$ cat src/rtl/ovl_win_sched.sv
`default_nettype none
// +--------------------------------------------------------------------------+
// | Module   : ovl_win_sched                                                 |
// | Purpose  : Round-robin time-sharing of one window-change checker among   |
// |            several requesters, with per-requester sticky fire flags.     |
// | Revision : 1.0 - initial release                                         |
// +--------------------------------------------------------------------------+
module ovl_win_sched #(
    parameter int NUM_REQ   = 4,
    parameter int WIDTH     = 1,
    parameter int CNT_WIDTH = 4,
    parameter int PTR_WIDTH = 2
) (
    input  logic                         clock,
    input  logic                         reset,
    input  logic                         enable,
    input  logic [NUM_REQ-1:0]           req,
    input  logic [NUM_REQ*CNT_WIDTH-1:0] win_len,
    input  logic [NUM_REQ*WIDTH-1:0]     test_bus,
    input  logic [2:0]                   chk_fire,
    input  logic [NUM_REQ-1:0]           err_clr,
    output logic                         start_event,
    output logic                         end_event,
    output logic [WIDTH-1:0]             test_expr,
    output logic [NUM_REQ-1:0]           grant,
    output logic                         busy,
    output logic [NUM_REQ-1:0]           done,
    output logic [NUM_REQ-1:0]           err_vec
);

    localparam int c_SLOTS = 2**PTR_WIDTH;

    typedef enum logic [1:0] {
        S_IDLE  = 2'd0,
        S_START = 2'd1,
        S_OPEN  = 2'd2,
        S_CLOSE = 2'd3
    } state_t;

    state_t               r_state;
    state_t               w_state_nxt;
    logic [PTR_WIDTH-1:0] r_owner;
    logic [PTR_WIDTH-1:0] w_owner_nxt;
    logic [PTR_WIDTH-1:0] r_ptr;
    logic [PTR_WIDTH-1:0] w_ptr_nxt;
    logic [PTR_WIDTH-1:0] w_sel;
    logic [PTR_WIDTH-1:0] w_idx;
    logic                 w_found;
    logic [CNT_WIDTH-1:0] r_len;
    logic [CNT_WIDTH-1:0] w_len_nxt;
    logic [CNT_WIDTH-1:0] r_cnt;
    logic [CNT_WIDTH-1:0] w_cnt_nxt;
    logic                 r_post;
    logic [NUM_REQ-1:0]   r_err;
    logic [NUM_REQ-1:0]   w_err_set;
    logic [NUM_REQ-1:0]   w_owner_hot;
    logic [c_SLOTS-1:0]   w_req_slot;
    logic [CNT_WIDTH-1:0] w_len_slot [c_SLOTS];
    logic [WIDTH-1:0]     w_bus_slot [c_SLOTS];
    logic                 w_unused_fire;

    // Only the assertion bit is attributed; x-check and cover fires are dropped.
    assign w_unused_fire = ^chk_fire[2:1];

    // Pad the per-requester buses out to a power-of-two slot count so the
    // pointer arithmetic wraps naturally; padding slots never request.
    generate
        for (genvar gi = 0; gi < c_SLOTS; gi++) begin : g_slot
            if (gi < NUM_REQ) begin : g_used
                assign w_req_slot[gi] = req[gi];
                assign w_len_slot[gi] = win_len[gi*CNT_WIDTH +: CNT_WIDTH];
                assign w_bus_slot[gi] = test_bus[gi*WIDTH +: WIDTH];
            end else begin : g_pad
                assign w_req_slot[gi] = 1'b0;
                assign w_len_slot[gi] = '0;
                assign w_bus_slot[gi] = '0;
            end
        end
    endgenerate

    always_comb begin
        w_found = 1'b0;
        w_sel   = r_ptr;
        w_idx   = r_ptr;
        for (int k = 0; k < c_SLOTS; k++) begin
            w_idx = r_ptr + PTR_WIDTH'(k);
            if (!w_found && w_req_slot[w_idx]) begin
                w_found = 1'b1;
                w_sel   = w_idx;
            end
        end
    end

    always_comb begin
        w_owner_hot = '0;
        for (int i = 0; i < NUM_REQ; i++) begin
            w_owner_hot[i] = (r_owner == PTR_WIDTH'(i));
        end
    end

    always_comb begin
        w_state_nxt = r_state;
        w_owner_nxt = r_owner;
        w_len_nxt   = r_len;
        w_cnt_nxt   = r_cnt;
        w_ptr_nxt   = r_ptr;
        start_event = 1'b0;
        end_event   = 1'b0;
        busy        = 1'b0;
        case (r_state)
            S_IDLE: begin
                if (enable && w_found) begin
                    w_owner_nxt = w_sel;
                    w_len_nxt   = (w_len_slot[w_sel] == '0) ? CNT_WIDTH'(1)
                                                            : w_len_slot[w_sel];
                    w_state_nxt = S_START;
                end
            end
            S_START: begin
                start_event = 1'b1;
                busy        = 1'b1;
                w_cnt_nxt   = r_len - CNT_WIDTH'(1);
                w_state_nxt = (r_len > CNT_WIDTH'(1)) ? S_OPEN : S_CLOSE;
            end
            S_OPEN: begin
                busy      = 1'b1;
                w_cnt_nxt = r_cnt - CNT_WIDTH'(1);
                if (r_cnt == CNT_WIDTH'(1)) begin
                    w_state_nxt = S_CLOSE;
                end
            end
            S_CLOSE: begin
                busy        = 1'b1;
                end_event   = 1'b1;
                w_ptr_nxt   = (r_owner == PTR_WIDTH'(NUM_REQ-1)) ? '0
                                                                 : r_owner + PTR_WIDTH'(1);
                w_state_nxt = S_IDLE;
            end
            default: begin
                w_state_nxt = S_IDLE;
            end
        endcase
    end

    // The checker reports one cycle late, so the cycle after CLOSE still
    // belongs to the window that just ended.
    assign w_err_set = (chk_fire[0] && (busy || r_post)) ? w_owner_hot : '0;

    assign grant     = busy ? w_owner_hot : '0;
    assign done      = end_event ? w_owner_hot : '0;
    assign err_vec   = r_err;
    assign test_expr = w_bus_slot[r_owner];

    always_ff @(posedge clock) begin
        if (reset) begin
            r_state <= S_IDLE;
            r_owner <= '0;
            r_ptr   <= '0;
            r_len   <= '0;
            r_cnt   <= '0;
            r_post  <= 1'b0;
            r_err   <= '0;
        end else begin
            r_state <= w_state_nxt;
            r_owner <= w_owner_nxt;
            r_ptr   <= w_ptr_nxt;
            r_len   <= w_len_nxt;
            r_cnt   <= w_cnt_nxt;
            r_post  <= (r_state == S_CLOSE);
            r_err   <= (r_err & ~err_clr) | w_err_set;
        end
    end

endmodule
`default_nettype wire

$ cat config.mk
export PLATFORM = sky130hd
export DESIGN_NAME = ovl_win_sched
export DESIGN_NICKNAME = d
export VERILOG_FILES = /design/src/rtl/ovl_win_sched.sv
export SDC_FILE = /design/constraint.sdc
export NUM_CORES = 1
export LEC_CHECK = 0
export CORE_UTILIZATION = 35
export DETAILED_ROUTE_END_ITERATION = 8
export PLACE_DENSITY_LB_ADDON = 0.08
export SETUP_SLACK_MARGIN = 0.02
export SLEW_MARGIN = 20
export SYNTH_ARGS = -nofsm -noshare
export SYNTH_HDL_FRONTEND = slang
export SYNTH_SLANG_ARGS = --single-unit
$ cat constraint.sdc
create_clock -name clock -period 2.03 [get_ports clock]
set_clock_uncertainty 0.2 [all_clocks]
set_input_delay 0.406 -clock clock [delete_from_list [all_inputs] [get_ports clock]]
set_output_delay 0.406 -clock clock [all_outputs]
set_load 0.01 [all_outputs]
---- After elaboration in Yosys (flattened, before gate mapping) ----
Index checks and enable logic that the tools add are counted.
operators by class
  equal/unequal tests ..................... 9
  $add $sub $neg .......................... 6
  mux-type cells .......................... 34
  bitwise operators ....................... 5
  order comparisons ....................... 7
  reductions and logical operators ........ 16
operators with widths
  cell                                                                             count
  4-bit two-way mux                                                                6
  1-bit two-way mux                                                                14
  2-bit by 3-bit < comparator with 1-bit output, second input constant             4
  2-bit two-way mux                                                                6
  1-bit binary-select mux with 2-bit select                                        5
  4-bit binary-select mux with 2-bit select                                        1
  2-bit == test, second input constant                                             4
  2-bit case mux with 4 select lines                                               1
  4-bit case mux with 2 select lines                                               1
  4-bit by 1-bit subtractor with 4-bit output, second input constant               2
  3-bit >= comparator, second input constant                                       2
  2-bit NOT with 3-bit output                                                      2
  1-bit logical AND                                                                5
  2-bit by 1-bit adder with 2-bit output, second input constant                    2
  2-bit adder, second input constant                                               2
  4-bit AND                                                                        1
  2-bit by 1-bit == test with 1-bit output, second input constant                  2
  4-bit by 1-bit == test with 1-bit output, second input constant                  1
  4-bit by 1-bit greater-than comparator with 1-bit output, second input constant  1
  2-bit logical NOT                                                                2
  4-bit logical NOT                                                                1
  2-bit inequality test, second input constant                                     2
  4-bit NOT                                                                        1
  4-bit OR                                                                         1
  other kinds (5)                                                                  8
storage, ports and cells
  flip-flop bits (word level) ............. 19
  logic and storage cells ................. 84
  input port bits ......................... 34

---- Depth between registers and ports, before layout ----
Gate-level depths: netlist of the first run.
  depth in word-level cells ............... 18
  mapped depth ............................ 7

---- Worst setup path before layout of the first run ----
No wires, ideal clock.
  kind .................................... input port to flip-flop
  from .................................... in req[0]
  to ...................................... reg r_len[0]
  setup slack ............................. -84 ps
  data arrival time ....................... 1830 ps
  library setup time ...................... 84 ps
  stages .................................. 6
  buffers on the path ..................... 1
  cells stage by stage .................... nor2b_1 -> or4_1 -> buf_4 -> a221oi_1 -> o22ai_1 -> o31ai_2
on the way
  word-level cells in the longest chain between the ends .. 18
ends and longest elaborated chain
  what                                                   RTL line  RTL
  from (decl)                                            17        input logic [NUM_REQ-1:0] req,
  1-bit binary-select mux with 2-bit select              87        if (!w_found && w_req_slot[w_idx]) begin
  1-bit two-way mux (implied by the code)                87
  1-bit two-way mux                                      87
  1-bit logical NOT                                      87
  1-bit logical AND                                      87
  1-bit two-way mux                                      87
  1-bit logical NOT                                      87
  1-bit logical AND                                      87
  1-bit two-way mux                                      87
  1-bit logical NOT                                      87
  1-bit logical AND                                      87
  2-bit two-way mux                                      87
  2-bit NOT with 3-bit output (implied by the code)      114, 115
  4-bit binary-select mux with 2-bit select              114, 115
  4-bit two-way mux (implied by the code) (2 in series)  114, 115
  4-bit logical NOT                                      114       w_len_nxt = (w_len_slot[w_sel] == '0) ? CNT_WIDTH'(1)
  4-bit two-way mux                                      114
  to (signal assigned)                                   167       r_len <= w_len_nxt;
  to (decl)                                              49        logic [CNT_WIDTH-1:0] r_len;
Parallel ways exist; a longest one is shown, timed or not. The select of a mux whose other input is x is not followed.
A chain may end at the register's enable or synchronous reset.

---- Worst setup path after layout of the first run ----
  from .................................... reg r_ptr[1]
  to ...................................... reg r_len[0]
on the way
  word-level cells in the longest chain between the ends .. 18
ends and longest elaborated chain
  what                                                                             RTL line  RTL
  from (decl)                                                                      44        logic [PTR_WIDTH-1:0] r_ptr;
  from (signal assigned)                                                           166       r_ptr <= w_ptr_nxt;
  branches (longest 18 deep; another with 2-bit by 1-bit adder with 2-bit output)  --
Parallel ways; which one is timed is not known. The select of a mux whose other input is x is not followed.

==> impl_metrics.csv, run 1 <==
group,metric,value,unit
status,status,"complete, but fails checks",
status,violations,"negative setup slack",
layout,drive_gt1_frac,0.289,
floorplan,die_area,4050,um^2
clocking,htreeDepth,1,
sta,worst_slew_pin_slew,0.450,ns
worst_setup_path,setup.worst_path.class,"flop to flop",
routing,drt_iter0_drc,33,
worst_setup_path,timing.reg2reg.setup_slack,-0.13,ns
routing,vias,1437,
worst_setup_path,critPathBufInv,2,
worst_setup_path,cp.arrival,2.14,ns
worst_setup_path,critPathSlowestCell,"or4_4",
clocking,worstSkewPairLatency,0.26,ns
power_and_ir_drop,max-vdd-ir-drop,0.344,mV
yosys,synth_top_area_cell,"dfxtp_1",
sta,drv_slew,0,
worst_setup_path,critPathRequiredTime,2.02,ns
worst_setup_path,cpPeakStageDelay,0.59,ns
global_route,grt_usage,0.203,
clocking,cts_buffer_depth,2,
place,routabilityCongestion,0.872,
worst_setup_path,crit_chain,"and3b_1 -> or4_4 -> buf_12 -> nand2_8 -> buf_4 -> a221oi_2 -> o31a_1 -> o31ai_2",
worst_setup_path,cp-start-kind,"flop",
yosys,netlist_area,1330,um^2
sta,setup-violations-final,4,
worst_setup_path,cp_top_family,"simple AND/OR/NAND/NOR gates",
layout,multi_input_area,1080,um^2
sta,holdWs,0.320,ns
global_route,antenna_found_initial,0,
floorplan,rows,22,
layout,fin_nets,283,
clocking,numCtsBuffers,3,
global_route,first_global_vias,1435,
power_and_ir_drop,p_leak,0.000983,uW
worst_setup_path,cp-end-kind,"flop",
routing,ant_nets,0,
routing,drt-pass1-iter-count,4,
worst_setup_path,cp_max_fo,5,
global_route,grt_pass1_wl,6.51,mm
sta,layout_setup_ws,-0.126,ns
hold_path,hold_class,"flop to flop",
clocking,cts_hold_repair.buffers,0,
yosys,synth_area_leaders,"dfxtp_1 29%, ha_1 12%, mux2i_1 5.3%",
floorplan,core,3660,um^2
clocking,cts_sinks,19,
sta,hold_viol_final,0,
yosys,avgSynthCellArea,8.30,um^2
clocking,clkTransAtPathRegs,0.08,ns
routing,wl_per_cell,13.7,um
floorplan,pin_count,50,
global_route,gr-total-overflow,0,
place,port_buffers,47,
layout,area_growth,73.8,%
floorplan,dieHeight,63.6,um
sta,fmax,464,MHz
sta,fin_tns_setup,-0.254,ns
yosys,yosys_warnings,0,
clocking,root_buffer,"clkbuf_8",
sta,maxSlewHeadroom,0.699,
yosys,yosysUniqueCellTypes,42,
sta,post-route-period-util,1.06,
sta,period_needed,2.16,ns
sta,rsz0062_at_grt,"yes",
floorplan,start_util,0.363,
power_and_ir_drop,power_density,864,nW/um^2
clocking,cts_tree,"yes",
yosys,synth_top_area_frac,0.286,
routing,drc,0,
place,dpl.hpwl,2.72,mm
layout,utilization,0.631,
layout,regArea,389,um^2
floorplan,die_x,63.6,um
yosys,netlist_instances,160,
layout,antennaDiodeCount,0,
run,drv_cap,0,
yosys,seq_area_frac_synth,0.286,
yosys,syn-num-nets,207,
global_route,grt_max_degree,20,
yosys,synth-seq-cells,19,
layout,fillerInstances,330,
routing,finalWirelength,3.89,mm
routing,vias_per_cell,5.08,
what timing repair did:
item,CTS,global route
gates resized for setup,59,12
buffers inserted,5,0
pin swaps,10,6
gates cloned,2,0
setup endpoints to repair,20,11
worst paths after layout:
path | cells after the start | endpoint | start
setup / recovery | 8 | r_len[0] | r_ptr[1]
hold / removal | 2 | r_len[2] | r_len[2]
setup reg to reg | 8 | r_len[0] | r_ptr[1]
hold reg to reg | 2 | r_len[2] | r_len[2]
Yosys cell counts, drive strengths merged:
cell type and count:
nand2 10, a22oi 3, a31oi 1, or4 1, o21a 1, xnor2 1
nor2b 11, o41ai 1, mux2i 7, a41o 1, dfxtp 19, a211o 1
o21ai 6, o31a 3, inv 11, nor4 1, ha 13, and2 10
nor3 2, mux4 1, clkbuf 4, and2b 1, o31ai 2, a221oi 6
o22ai 1, nand3 1, nor2 18, nand2b 1, o211a 1, and3b 1
xor2 1, or2 1, a221o 1, a211oi 1, nand3b 1, a21oi 10
o211ai 3, buf 2
metrics by stage:
step | cells | worst slack (ns) | total power (uW) | cell area, um^2
after floorplan | 160 | -0.00792 | 1200 | 1370
after global placement | 272 | -0.592 | 1620 | 2050
after detailed placement | 272 | -0.664 | 1640 | 2050
after CTS | 283 | -0.0826 | 1970 | 2270
after global routing | 283 | -0.181 | 2160 | 2310
final | 283 | -0.126 | 2000 | 2310
state kept, by name, summed over array words and instances (netlist names):
name,cells
r_ptr,2
r_post,1
r_state,2
r_cnt,4
err_vec,4
r_len,4
r_owner,2
kinds of logic (layout without fill, tap and decap cells):
family | count (synthesis) | count (layout) | synth area share
simple gates | 59 | 60 | 0.233
xor+xnor | 2 | 2 | 0.0132
compound gates | 42 | 42 | 0.225
flops | 19 | 19 | 0.286
fa+ha+maj | 13 | 13 | 0.122
buf+inv | 17 | 91 | 0.0508
mux | 8 | 8 | 0.0697
worst min-delay path: cells and delay by family (launching register included):
kind,cells,cell delay (ns)
DFF,1,0.35
AOI/OAI and AO/OA,1,0.06
and+or+nand+nor,1,0.07
cell usage in the layout, fill, tap and decap left out, drive strengths merged, types with 2 or more instances in the layout:
cell type	n
dfxtp	19
a221oi	6
nor3	2
nor2	18
and2	10
nand2	11
a22oi	3
clkbuf	4
a21oi	10
ha	13
o31ai	2
clkdlybuf4s50	27
buf	32
o211ai	3
o31a	3
mux2i	7
inv	11
nor2b	11
clkdlybuf4s15	4
dlygate4sd2	11
o21ai	6
per-layer routing:
layer	global-route usage	up-vias	share of wire
li1	-	717	-
met1	0.230	652	0.41
met2	0.364	57	0.50
met3	0.0344	11	0.052
met4	0.0966	0	0.034
met5	0	-	0
cell type report:
type,count,share of cell area
Tap cell,48,0.0260
Sequential cell,19,0.168
Timing Repair Buffer,76,0.301
Inverter,11,0.0179
Clock buffer,3,0.0179
Multi-Input combinational cell,125,0.466
Clock inverter,1,0.00217
where the power goes:
part / switching (uW) / internal [uW] / total, uW
clock: 138 / 137 / 274
sequential: 97.1 / 466 / 563
combinational: 564 / 594 / 1160
total: 799 / 1200 / 2000
Note: power is estimated with default switching activity, not from simulation.
==> run 2, diff against run 1 <==
--- a/config.mk
+++ b/config.mk
@@ -5,6 +5,7 @@
 export SDC_FILE = /design/constraint.sdc
 export NUM_CORES = 1
 export LEC_CHECK = 0
+export ABC_AREA = 0
 export CORE_UTILIZATION = 35
 export DETAILED_ROUTE_END_ITERATION = 8
 export PLACE_DENSITY_LB_ADDON = 0.08
==> results of run 2 <==
Final layout, timing and power as in run 1 (identical DEF).
==> run 3, diff against run 2 <==
--- a/config.mk
+++ b/config.mk
@@ -10,7 +10,6 @@
 export DETAILED_ROUTE_END_ITERATION = 8
 export PLACE_DENSITY_LB_ADDON = 0.08
 export SETUP_SLACK_MARGIN = 0.02
-export SLEW_MARGIN = 20
 export SYNTH_ARGS = -nofsm -noshare
 export SYNTH_HDL_FRONTEND = slang
 export SYNTH_SLANG_ARGS = --single-unit
==> results of run 3 <==
Final layout, timing and power as in run 1 (identical DEF).
